$ cat config.mk
export PLATFORM = sky130hd
export DESIGN_NAME = pipe_stage_skid_reg
export DESIGN_NICKNAME = d
export VERILOG_FILES = /design/src/rtl/pipe_stage_skid_reg_pkg.sv /design/src/rtl/pipe_stage_skid_reg.sv
export SDC_FILE = /design/constraint.sdc
export NUM_CORES = 1
export LEC_CHECK = 0
export BUFFER_PORTS_ARGS = -buffer_cell sky130_fd_sc_hd__buf_4
export CAP_MARGIN = 40
export CORE_MARGIN = 2
export CORE_UTILIZATION = 46
export CTS_BUF_LIST = sky130_fd_sc_hd__clkbuf_4 sky130_fd_sc_hd__clkbuf_8
export CTS_CLUSTER_SIZE = 25
export DETAILED_ROUTE_END_ITERATION = 16
export PLACE_DENSITY = 0.7
export SYNTH_ARGS = -nofsm -noshare
export SYNTH_HDL_FRONTEND = slang
export SYNTH_SLANG_ARGS = --single-unit
$ cat constraint.sdc
create_clock -name clk_i -period 5.2 [get_ports clk_i]
set_input_delay 1.04 -clock clk_i [delete_from_list [all_inputs] [get_ports clk_i]]
set_output_delay 1.04 -clock clk_i [all_outputs]
set_load 0.01 [all_outputs]
$ cat src/rtl/pipe_stage_skid_reg_pkg.sv
// Shared types for the inter-stage pipeline register.
// Occupancy states encode the number of held entries directly.
package pipe_stage_skid_reg_pkg;

  typedef enum logic [1:0] {
    OCC_EMPTY = 2'd0,
    OCC_ONE   = 2'd1,
    OCC_TWO   = 2'd2
  } occ_e;

  function automatic logic [1:0] occ_count(
    input occ_e s
  );
    unique case (s)
      OCC_ONE: occ_count = 2'd1;
      OCC_TWO: occ_count = 2'd2;
      default: occ_count = 2'd0;
    endcase
  endfunction

endpackage

$ cat src/rtl/pipe_stage_skid_reg.sv
// Pipeline register with hazard stall/bubble and valid/ready handshake.
// SKID=1 adds a second entry so in_ready_o never depends on out_ready_i.
module pipe_stage_skid_reg
  import pipe_stage_skid_reg_pkg::*;
#(
  parameter int                DATA_W     = 144,
  parameter logic [DATA_W-1:0] BUBBLE_VAL = '0,
  parameter bit                SKID       = 1'b1
) (
  input  logic              clk_i,
  input  logic              rst_i,
  input  logic              stall_i,
  input  logic              bubble_i,
  input  logic              in_valid_i,
  output logic              in_ready_o,
  input  logic [DATA_W-1:0] in_data_i,
  output logic              out_valid_o,
  input  logic              out_ready_i,
  output logic [DATA_W-1:0] out_data_o,
  output logic [1:0]        count_o
);

  occ_e              occ_q, occ_d;
  logic [DATA_W-1:0] main_q, main_d;
  logic [DATA_W-1:0] skid_q, skid_d;
  logic              in_fire, out_fire;

  assign out_valid_o = (occ_q != OCC_EMPTY);
  assign out_data_o  = main_q;
  assign count_o     = occ_count(occ_q);

  // A stalled stage ignores downstream ready: nothing pops.
  assign out_fire = out_valid_o & out_ready_i & ~stall_i;
  assign in_fire  = in_valid_i & in_ready_o;

  generate
    if (SKID) begin : g_skid
      assign in_ready_o = ~stall_i & (occ_q != OCC_TWO);

      always_ff @(posedge clk_i) begin
        if (rst_i) begin
          skid_q <= BUBBLE_VAL;
        end else begin
          skid_q <= skid_d;
        end
      end
    end else begin : g_noskid
      logic [DATA_W-1:0] unused_skid_d;

      assign in_ready_o    = ~stall_i & (~out_valid_o | out_ready_i);
      assign skid_q        = BUBBLE_VAL;
      assign unused_skid_d = skid_d;
    end
  endgenerate

  always_comb begin
    occ_d  = occ_q;
    main_d = main_q;
    skid_d = skid_q;
    if (bubble_i) begin
      occ_d  = OCC_EMPTY;
      main_d = BUBBLE_VAL;
      skid_d = BUBBLE_VAL;
    end else if (!stall_i) begin
      unique case (occ_q)
        OCC_EMPTY: begin
          if (in_fire) begin
            main_d = in_data_i;
            occ_d  = OCC_ONE;
          end
        end
        OCC_ONE: begin
          if (out_fire) begin
            if (in_fire) begin
              main_d = in_data_i;
            end else begin
              main_d = BUBBLE_VAL;
              occ_d  = OCC_EMPTY;
            end
          end else if (in_fire) begin
            skid_d = in_data_i;
            occ_d  = OCC_TWO;
          end
        end
        OCC_TWO: begin
          if (out_fire) begin
            main_d = skid_q;
            skid_d = BUBBLE_VAL;
            occ_d  = OCC_ONE;
          end
        end
        default: begin
          occ_d  = OCC_EMPTY;
          main_d = BUBBLE_VAL;
          skid_d = BUBBLE_VAL;
        end
      endcase
    end
  end

  always_ff @(posedge clk_i) begin
    if (rst_i) begin
      occ_q  <= OCC_EMPTY;
      main_q <= BUBBLE_VAL;
    end else begin
      occ_q  <= occ_d;
      main_q <= main_d;
    end
  end

endmodule

## Word-level counts from Yosys, hierarchy flattened

Cells that the tools add are included.

| word-level totals | value |
|---|---|
| bits in registers | 290 |
| input port bits | 150 |
| output and inout bits | 148 |
| logic and storage cells | 40 |

| cells by class | value |
|---|---|
| equal/unequal tests | 10 |
| mux-type cells | 15 |
| bitwise gates (word level) | 6 |
| reductions and logical operators | 6 |

Operators with widths:

| operator | number |
|---|---|
| 144-bit 2-to-1 mux | 6 |
| 144-bit one-hot mux with 3 select lines | 2 |
| 2-bit inequality test (second input constant) | 6 |
| 2-bit 2-to-1 mux | 5 |
| 5-bit AND reduction | 2 |
| 3-bit inequality test (second input constant) | 2 |
| 2-bit one-hot mux with 3 select lines | 1 |
| 1-bit bitwise AND | 4 |
| 2-bit one-hot mux with 2 select lines | 1 |
| 4-bit AND reduction | 1 |
| 2-bit by 1-bit == test with 1-bit output (second input constant) | 1 |
| 2-bit == test (second input constant) | 1 |
| 2-bit logical NOT | 1 |
| 1-bit NOT | 2 |
| 2-bit nonzero test | 1 |
| 2-bit OR reduction | 1 |

## Logic depth before layout (Yosys ltp)

Gate-level depths: netlist (run 1).

| depth | value |
|---|---|
| word-level depth | 6 |
| depth in mapped cells | 8 |
| depth with buffers taken out | 4 |

## Least setup slack after synthesis (run 1)

No wires, ideal clock.

| timing | value |
|---|---|
| path kind | input-to-output |
| start point | input stall_i |
| end point | output in_ready_o |
| arrival time | 1.374 ns |
| data required time | 4.160 ns |
| path slack | 2.786 ns |
| stages | 2 |
| buffers on the path | 1 |
| cell sequence | buf_2 -> nor2_1 |

| between the ends | value |
|---|---|
| cells in the longest elaborated chain, start to end | 2 |

Ends and longest elaborated chain:

| what | RTL line | text |
|---|---|---|
| start, declared | pipe_stage_skid_reg.sv:12 | `input logic stall_i,` |
| 1-bit NOT (no source line) | n/a |  |
| 1-bit bitwise AND | pipe_stage_skid_reg.sv:38 | `assign in_ready_o = ~stall_i & (occ_q != OCC_TWO);` |
| end, declared | pipe_stage_skid_reg.sv:15 | `output logic in_ready_o,` |

Every way passes these cells.

## Final worst setup path (run 1)

| timing | value |
|---|---|
| start point | register occ_q[0] |
| end point | output out_valid_o |

| between the ends | value |
|---|---|
| cells in the longest elaborated chain, start to end | 1 |

Ends and longest elaborated chain:

| what | RTL line | text |
|---|---|---|
| start, declared | pipe_stage_skid_reg.sv:23 | `occ_e occ_q, occ_d;` |
| start signal, assigned | pipe_stage_skid_reg.sv:103 | `occ_q <= OCC_EMPTY;` |
| start signal, assigned | pipe_stage_skid_reg.sv:106 | `occ_q <= occ_d;` |
| 2-bit nonzero test | pipe_stage_skid_reg.sv:28 | `assign out_valid_o = (occ_q != OCC_EMPTY);` |
| end, declared | pipe_stage_skid_reg.sv:17 | `output logic out_valid_o,` |

Every way passes these cells.

==> impl_metrics.ini, run 1 <==
[cts]
cts_buffer_depth = 3
root_buffer = clkbuf_8
cts_hold_buf = 0
clk_latency_ns = 0.57
cts_tree = built
cts_htree_levels = 2
cts.clk_slew.worst_paths_ns = 0.06
postCtsSetupBuffers = 0
cts_num_sinks = 290
cts_resized = 0
numCtsBuffers = 49

[grt]
overflow = 0
globalRouteTotalUtil = 0.253
grt_max_degree = 146
grt_pass1_wl_mm = 63.4
antenna_found_initial = 0
first_global_vias = 12100

[synthesis]
yosysSeqAreaShare = 0.438
synth_area_leaders = dfxtp_1 44%, a21oi_1 16%, nand2_1 9.3%
syn_avg_cell_area_sq_um = 7.24
syn-cell-area_sq_mm = 0.0133
ys_ff_latch = 290
yosysWarningCount = 0
synth.net_count = 1982
synth_cell_types = 24
yosysTopAreaCellShare = 0.438
synth_top_area_cell = dfxtp_1
synth_cells = 1832

[setup_path]
r2r-end = skid_q[82]
worstSetupPathType = reg -> out
reg2regPathDepth = 6
worstPathRequired_ns = 4.16
end_kind = output port
cp.arrival_ns = 1.91
r2r_start = occ_q[1]
r2r_setup_slack_ns = 2.51
timing.critical_path.from = occ_q[0]
crit_end = out_valid_o
crit_path_start_kind = flop
crit_fanout = 86

[cells_and_area]
finalCoreUtilization = 0.582
layout_common_cells = 434 x a21oi_1, 329 x nand2_1, 305 x buf_4, 288 x dfxtp_1, 145 x nand2b_1
n_antenna_cell = 0
layout_commonest_cell = a21oi_1
syn2layout_area_growth_pct = 25.3
fillCellCount = 2729
final_area_sq_mm = 0.0166
final_nets = 2170
layout-drive-gt1-share = 0.200

[die]
start_util = 0.465
core_area_sq_mm = 0.0285
die_area_sq_mm = 0.0302
die_h_um = 174
io_pins = 298
rows = 62
fp.dieW_um = 174

[routing]
route.met2.wl_mm = 18.3
num_vias = 13100
wl_mm = 39.7
first_iter_violations = 1097
wire_per_inst_um = 16.3
vias_per_cell = 5.38
highest_layer = met4
drc_errors = 0
firstDrtPassIters = 5
ant_nets = 0
wl_met3_mm = 2.80
wirelength_met1_mm = 17.2

[pwr]
switching_power_mw = 1.18
p_leak_nw = 6.29
netSwitchingFraction = 0.246
vdd_drop_max_mv = 0.243
p_comb_frac = 0.096
p_int_mw = 3.62
powerDensity_mw_per_mm2 = 288
p_clk_frac = 0.431
seqPwrFrac = 0.473

[timing]
setup_viol = 0
fin_crit_sh = 0.567
max_freq_mhz = 339
grt_setup_unrepaired = false
min_period_ns = 2.95
final.setup.worst_slack_ns = 2.25
slew_violations = 0
fin_setup_tns_ns = 0
worstMarginPinSlew_ns = 0.860
finClkSkew_ns = 0.0189
relSlewSlack = 0.427
hold_viol = 0

[run_status]
status = completed

[worst_hold_path]
hp-class = reg -> reg

[placed_design]
dpl.hpwl_mm = 22.3
place_ws_ns = 2.07
dpl_cell_area_sq_mm = 0.0156
gp_congestion = 0.771
portBuffers = 297

[flow_run]
drv_cap = 0
## critical path, stage by stage (launching register included)
cell and delay (ns):
dfxtp_4 0.38, buf_4 0.19, buf_16 0.20, or2_2 0.35, buf_4 0.14
## cells in the mapped netlist
cell and number:
a211o_1 2, a211oi_2 1, a21oi_1 434, and2_1 104
buf_1 4, buf_2 32, buf_4 9, clkbuf_1 135
dfxtp_1 290, inv_2 1, mux2i_1 2, nand2_1 329
nand2b_1 146, nand3_1 144, nand4bb_1 1, nor2_1 44
nor2b_1 2, nor3b_1 1, o21ai_0 136, o21ai_1 10
o31ai_2 1, or2_2 2, or3_1 1, xor2_1 1
## how the worst min path moves through the flow
stage / startpoint / end / slack [ns] / cells after the start
floorplan: skid_q[0] / skid_q[0] / 0.43 / 2
global placement: skid_q[65] / skid_q[65] / 0.43 / 2
detailed placement: skid_q[11] / skid_q[11] / 0.44 / 2
CTS: skid_q[12] / skid_q[12] / 0.45 / 2
global route: skid_q[90] / skid_q[90] / 0.46 / 2
finish: skid_q[58] / skid_q[58] / 0.44 / 2
## registers in the layout, summed over array words and instances, names as in the netlist
signal	cells
out_data_o	144
skid_q	144
occ_q	2
## cell type report
type | instances | area, sq um | area share
repair buffers | 317 | 2560 | 0.154
clock buffers | 80 | 988 | 0.0595
flip-flops and latches | 290 | 5810 | 0.350
multi-input cells | 1361 | 6770 | 0.407
well taps | 384 | 480 | 0.0289
clock inverters | 1 | 7.51 | 0.000452
inverters | 1 | 3.75 | 0.000226
## metrics by stage
step           hold slack, ns  power (mW)  std cells
6_report                0.444        4.79       2434
5_1_grt                 0.459        4.99       2434
4_1_cts                 0.446        4.84       2434
3_5_place_dp            0.439        2.77       2353
3_3_place_gp            0.433        2.76       2348
2_1_floorplan           0.427        2.54       1832
## kinds of logic after synthesis
logic type,share of synthesized area
AOI/OAI and AO/OA,0.222
xor gates and xnor gates,0.000660
buffers and inverters,0.0568
DFF,0.438
muxes,0.00151
and+or+nand+nor,0.281
## metal layers
| layer | GRT usage | vias to the layer above |
|---|---|---|
| li1 | - | 6482 |
| met1 | 0.343 | 6056 |
| met2 | 0.396 | 462 |
| met3 | 0.0498 | 87 |
| met4 | 0.102 | 0 |
| met5 | 0 | - |
## power groups by stage
stage / combinational, mW / clock (mW) / sequential [mW]
global route: 0.504 / 2.22 / 2.27
CTS: 0.461 / 2.11 / 2.27
floorplan: 0.221 / 0 / 2.32
finish: 0.460 / 2.07 / 2.27
detailed placement: 0.460 / 0 / 2.32
global placement: 0.448 / 0 / 2.31
Note: power is estimated with default switching activity, not from simulation.
==> run 2, diff against run 1 <==
- PLACE_DENSITY: 0.7 -> 0.72
- clock period: 5.2 -> 2.5 ns (I/O delays scaled with it)
==> impl_metrics.ini, run 2 (synthesized netlist as in run 1, its figures left out) <==
[run_status]
status = completed

[setup_path]
worstPathRequired_ns = 2.00
cp.arrival_ns = 1.91
worstSetupPathType = reg -> out
crit_fanout = 117
end_kind = output port
crit_path_start_kind = flop

[pwr]
vdd_drop_max_mv = 0.327
p_leak_nw = 6.41
powerDensity_mw_per_mm2 = 602

[cts]
clk_latency_ns = 0.57
cts.clk_slew.worst_paths_ns = 0.06
cts_resized = 0
cts_num_sinks = 290
cts_hold_buf = 0
cts_htree_levels = 2
cts_buffer_depth = 3
cts_tree = built
numCtsBuffers = 49
root_buffer = clkbuf_8

[timing]
max_freq_mhz = 416
slew_violations = 0
min_period_ns = 2.41
relSlewSlack = 0.629
setup_viol = 0
worstMarginPinSlew_ns = 0.557
grt_setup_unrepaired = false
fin_setup_tns_ns = 0
fin_crit_sh = 0.962
hold_viol = 0
finClkSkew_ns = 0.0186

[cells_and_area]
layout_commonest_cell = a21oi_1
final_nets = 2186
layout-drive-gt1-share = 0.207
layout_common_cells = 434 x a21oi_1, 329 x nand2_1, 314 x buf_4, 288 x dfxtp_1, 145 x nand2b_1
final_area_sq_mm = 0.0168
syn2layout_area_growth_pct = 26.8
n_antenna_cell = 0

[placed_design]
dpl.hpwl_mm = 24.4
dpl_cell_area_sq_mm = 0.0158
portBuffers = 297
gp_congestion = 0.782

[routing]
wl_mm = 40.3
wire_per_inst_um = 16.4
ant_nets = 0
firstDrtPassIters = 5
first_iter_violations = 1125
drc_errors = 0
num_vias = 13200
vias_per_cell = 5.40

[grt]
globalRouteTotalUtil = 0.255
antenna_found_initial = 1
overflow = 0
grt_pass1_wl_mm = 63.7
first_global_vias = 12100
grt_max_degree = 118

[flow_run]
drv_cap = 0

[die]
io_pins = 298
core_area_sq_mm = 0.0285
rows = 62
start_util = 0.465
fp.dieW_um = 174
die_h_um = 174
die_area_sq_mm = 0.0302

[worst_hold_path]
hp-class = in -> reg
==> run 2: cell type report <==
type                            count  area (sq um)
Multi-Input combinational cell   1361          6770
Timing Repair Buffer              333          2740
Clock buffer                       79           975
Fill cell                        2687         11700
Sequential cell                   290          5810
Inverter                            1          3.75
Clock inverter                      4          48.8
Tap cell                          384           480
==> run 2: per-stage QoR <==
| step | setup slack (ns) | std cells | total power [mW] | util | hold WS, ns |
|---|---|---|---|---|---|
| floorplan | 0.692 | 1832 | 5.29 | - | 0.427 |
| global placement | 0.526 | 2365 | 5.79 | 0.552 | 0.433 |
| finish | 0.0941 | 2452 | 10.1 | 0.589 | 0.199 |
| CTS | 0.0636 | 2448 | 10.2 | 0.588 | 0.174 |
| detailed placement | 0.485 | 2365 | 5.80 | 0.552 | 0.439 |
| global route | 0.00627 | 2452 | 10.6 | 0.589 | 0.185 |
==> run 2: power by group <==
part	internal (mW)	switching, mW	total, mW
combinational	0.400	0.585	0.985
clock	2.55	1.88	4.43
sequential	4.68	0.0368	4.72
total	7.63	2.51	10.1
==> run 2: routing by layer <==
| metal | vias to the layer above | global-route usage | wire [um] |
|---|---|---|---|
| met4 | 2 | 0.0882 | 1090 |
| met5 | - | 0 | 13 |
| met3 | 76 | 0.0500 | 2940 |
| li1 | 6532 | - | - |
| met1 | 6156 | 0.343 | 17400 |
| met2 | 476 | 0.412 | 18900 |
==> run 2: timing repair <==
action / 4_1_cts / 5_1_grt
endpoints found under the hold margin: 0 / 0
setup endpoints to repair: 0 / 1
buffers inserted: 0 / 4
==> run 2: worst max-delay path, cell delays in order, from the launching register on <==
cell and delay (ns):
dfxtp_4 0.58, buf_12 0.38, or2_2 0.19, buf_4 0.11
==> run 2: path summary, 6_finish.rpt <==
check	start	to	slack [ns]	cells past startpoint
worst max-delay path	occ_q[1]	out_valid_o	0.09	3
worst min-delay path	in_data_i[92]	skid_q[92]	0.20	3
worst max register to register	occ_q[0]	out_data_o[32]	0.58	6
worst min register to register	skid_q[64]	skid_q[64]	0.44	2
==> run 3, diff against run 2 <==
- CORE_UTILIZATION: 46 -> 35
- PLACE_DENSITY: 0.72 -> default
==> impl_metrics.ini, run 3 (synthesized netlist as in run 1, its figures left out) <==
[routing]
firstDrtPassIters = 5
ant_nets = 0
wl_met3_mm = 2.99
drc_errors = 0
wl_mm = 43.5
route.met2.wl_mm = 20.0
num_vias = 13200
vias_per_cell = 5.08
highest_layer = met4
wirelength_met1_mm = 19.3
first_iter_violations = 746
wire_per_inst_um = 16.8

[placed_design]
portBuffers = 297
place_ws_ns = 0.402
gp_congestion = 0.760
dpl_cell_area_sq_mm = 0.0160
dpl.hpwl_mm = 25.7

[timing]
grt_setup_unrepaired = false
hold_viol = 0
fin_crit_sh = 0.957
relSlewSlack = 0.608
min_period_ns = 2.39
final.setup.worst_slack_ns = 0.108
finClkSkew_ns = 0.0269
fin_setup_tns_ns = 0
max_freq_mhz = 418
slew_violations = 0
worstMarginPinSlew_ns = 0.588
setup_viol = 0

[setup_path]
timing.critical_path.from = occ_q[1]
r2r-end = out_data_o[65]
end_kind = output port
cp.arrival_ns = 1.89
reg2regPathDepth = 5
crit_fanout = 132
crit_path_start_kind = flop
r2r_setup_slack_ns = 0.61
r2r_start = occ_q[0]
worstPathRequired_ns = 2.00
worstSetupPathType = reg -> out
crit_end = out_valid_o

[cts]
cts_htree_levels = 2
cts_tree = built
root_buffer = clkbuf_8
postCtsSetupBuffers = 0
cts_num_sinks = 290
cts.clk_slew.worst_paths_ns = 0.06
clk_latency_ns = 0.62
numCtsBuffers = 53
cts_hold_buf = 0
cts_resized = 0
cts_buffer_depth = 3

[grt]
grt_pass1_wl_mm = 67.4
globalRouteTotalUtil = 0.214
grt_max_degree = 133
antenna_found_initial = 0
overflow = 0
first_global_vias = 12200

[pwr]
powerDensity_mw_per_mm2 = 616
p_total_mw = 10.5
p_leak_nw = 6.47
vdd_drop_max_mv = 0.354

[die]
die_h_um = 199
die_area_sq_mm = 0.0395
fp.dieW_um = 199
io_pins = 298
start_util = 0.354
rows = 71
core_area_sq_mm = 0.0375

[flow_run]
drv_cap = 0

[cells_and_area]
final_area_sq_mm = 0.0171
layout_commonest_cell = a21oi_1
layout-drive-gt1-share = 0.210
final_nets = 2189
layout_common_cells = 434 x a21oi_1, 329 x nand2_1, 312 x buf_4, 288 x dfxtp_1, 145 x nand2b_1
fillCellCount = 3787
n_antenna_cell = 0
syn2layout_area_growth_pct = 28.9
finalCoreUtilization = 0.456

[worst_hold_path]
hp-class = in -> reg

[run_status]
status = completed
-- run 3: worst max-delay path, cell delays in order (launching register included) --
cell and delay (ns):
dfxtp_4 0.53, buf_16 0.41, or2_2 0.19, buf_4 0.11
-- run 3: report_power, final --
group | internal (mW) | switching [mW]
Sequential | 4.68 | 0.0359
Combinational | 0.403 | 0.593
Clock | 2.81 | 2.00
-- run 3: worst min path at each step --
stage | start | to | slack (ns) | cells after the start
after floorplan | skid_q[0] | skid_q[0] | 0.43 | 2
after global placement | skid_q[72] | skid_q[72] | 0.43 | 2
after detailed placement | skid_q[139] | skid_q[139] | 0.44 | 2
after CTS | in_data_i[2] | skid_q[2] | 0.09 | 3
after global routing | in_data_i[87] | skid_q[87] | 0.12 | 3
final | in_data_i[82] | skid_q[82] | 0.15 | 3
-- run 3: stage by stage --
stage	instances	hold WS, ns
5_1_grt	2588	0.116
4_1_cts	2588	0.0913
2_1_floorplan	1832	0.427
3_3_place_gp	2495	0.433
3_5_place_dp	2495	0.439
6_report	2588	0.145
-- run 3: layout make-up --
| class | instances | area (sq um) | area share |
|---|---|---|---|
| well taps | 511 | 639 | 0.0374 |
| multi-input cells | 1361 | 6770 | 0.396 |
| inverters | 1 | 3.75 | 0.000219 |
| flip-flops and latches | 290 | 5810 | 0.340 |
| clock buffers | 86 | 1040 | 0.0608 |
| repair buffers | 332 | 2750 | 0.161 |
| clock inverters | 7 | 87.6 | 0.00512 |
-- run 3: per-layer routing --
metal	track usage	up-vias
li1	-	6541
met3	0.0410	71
met1	0.289	6118
met2	0.337	423
met4	0.0821	0
met5	0	-
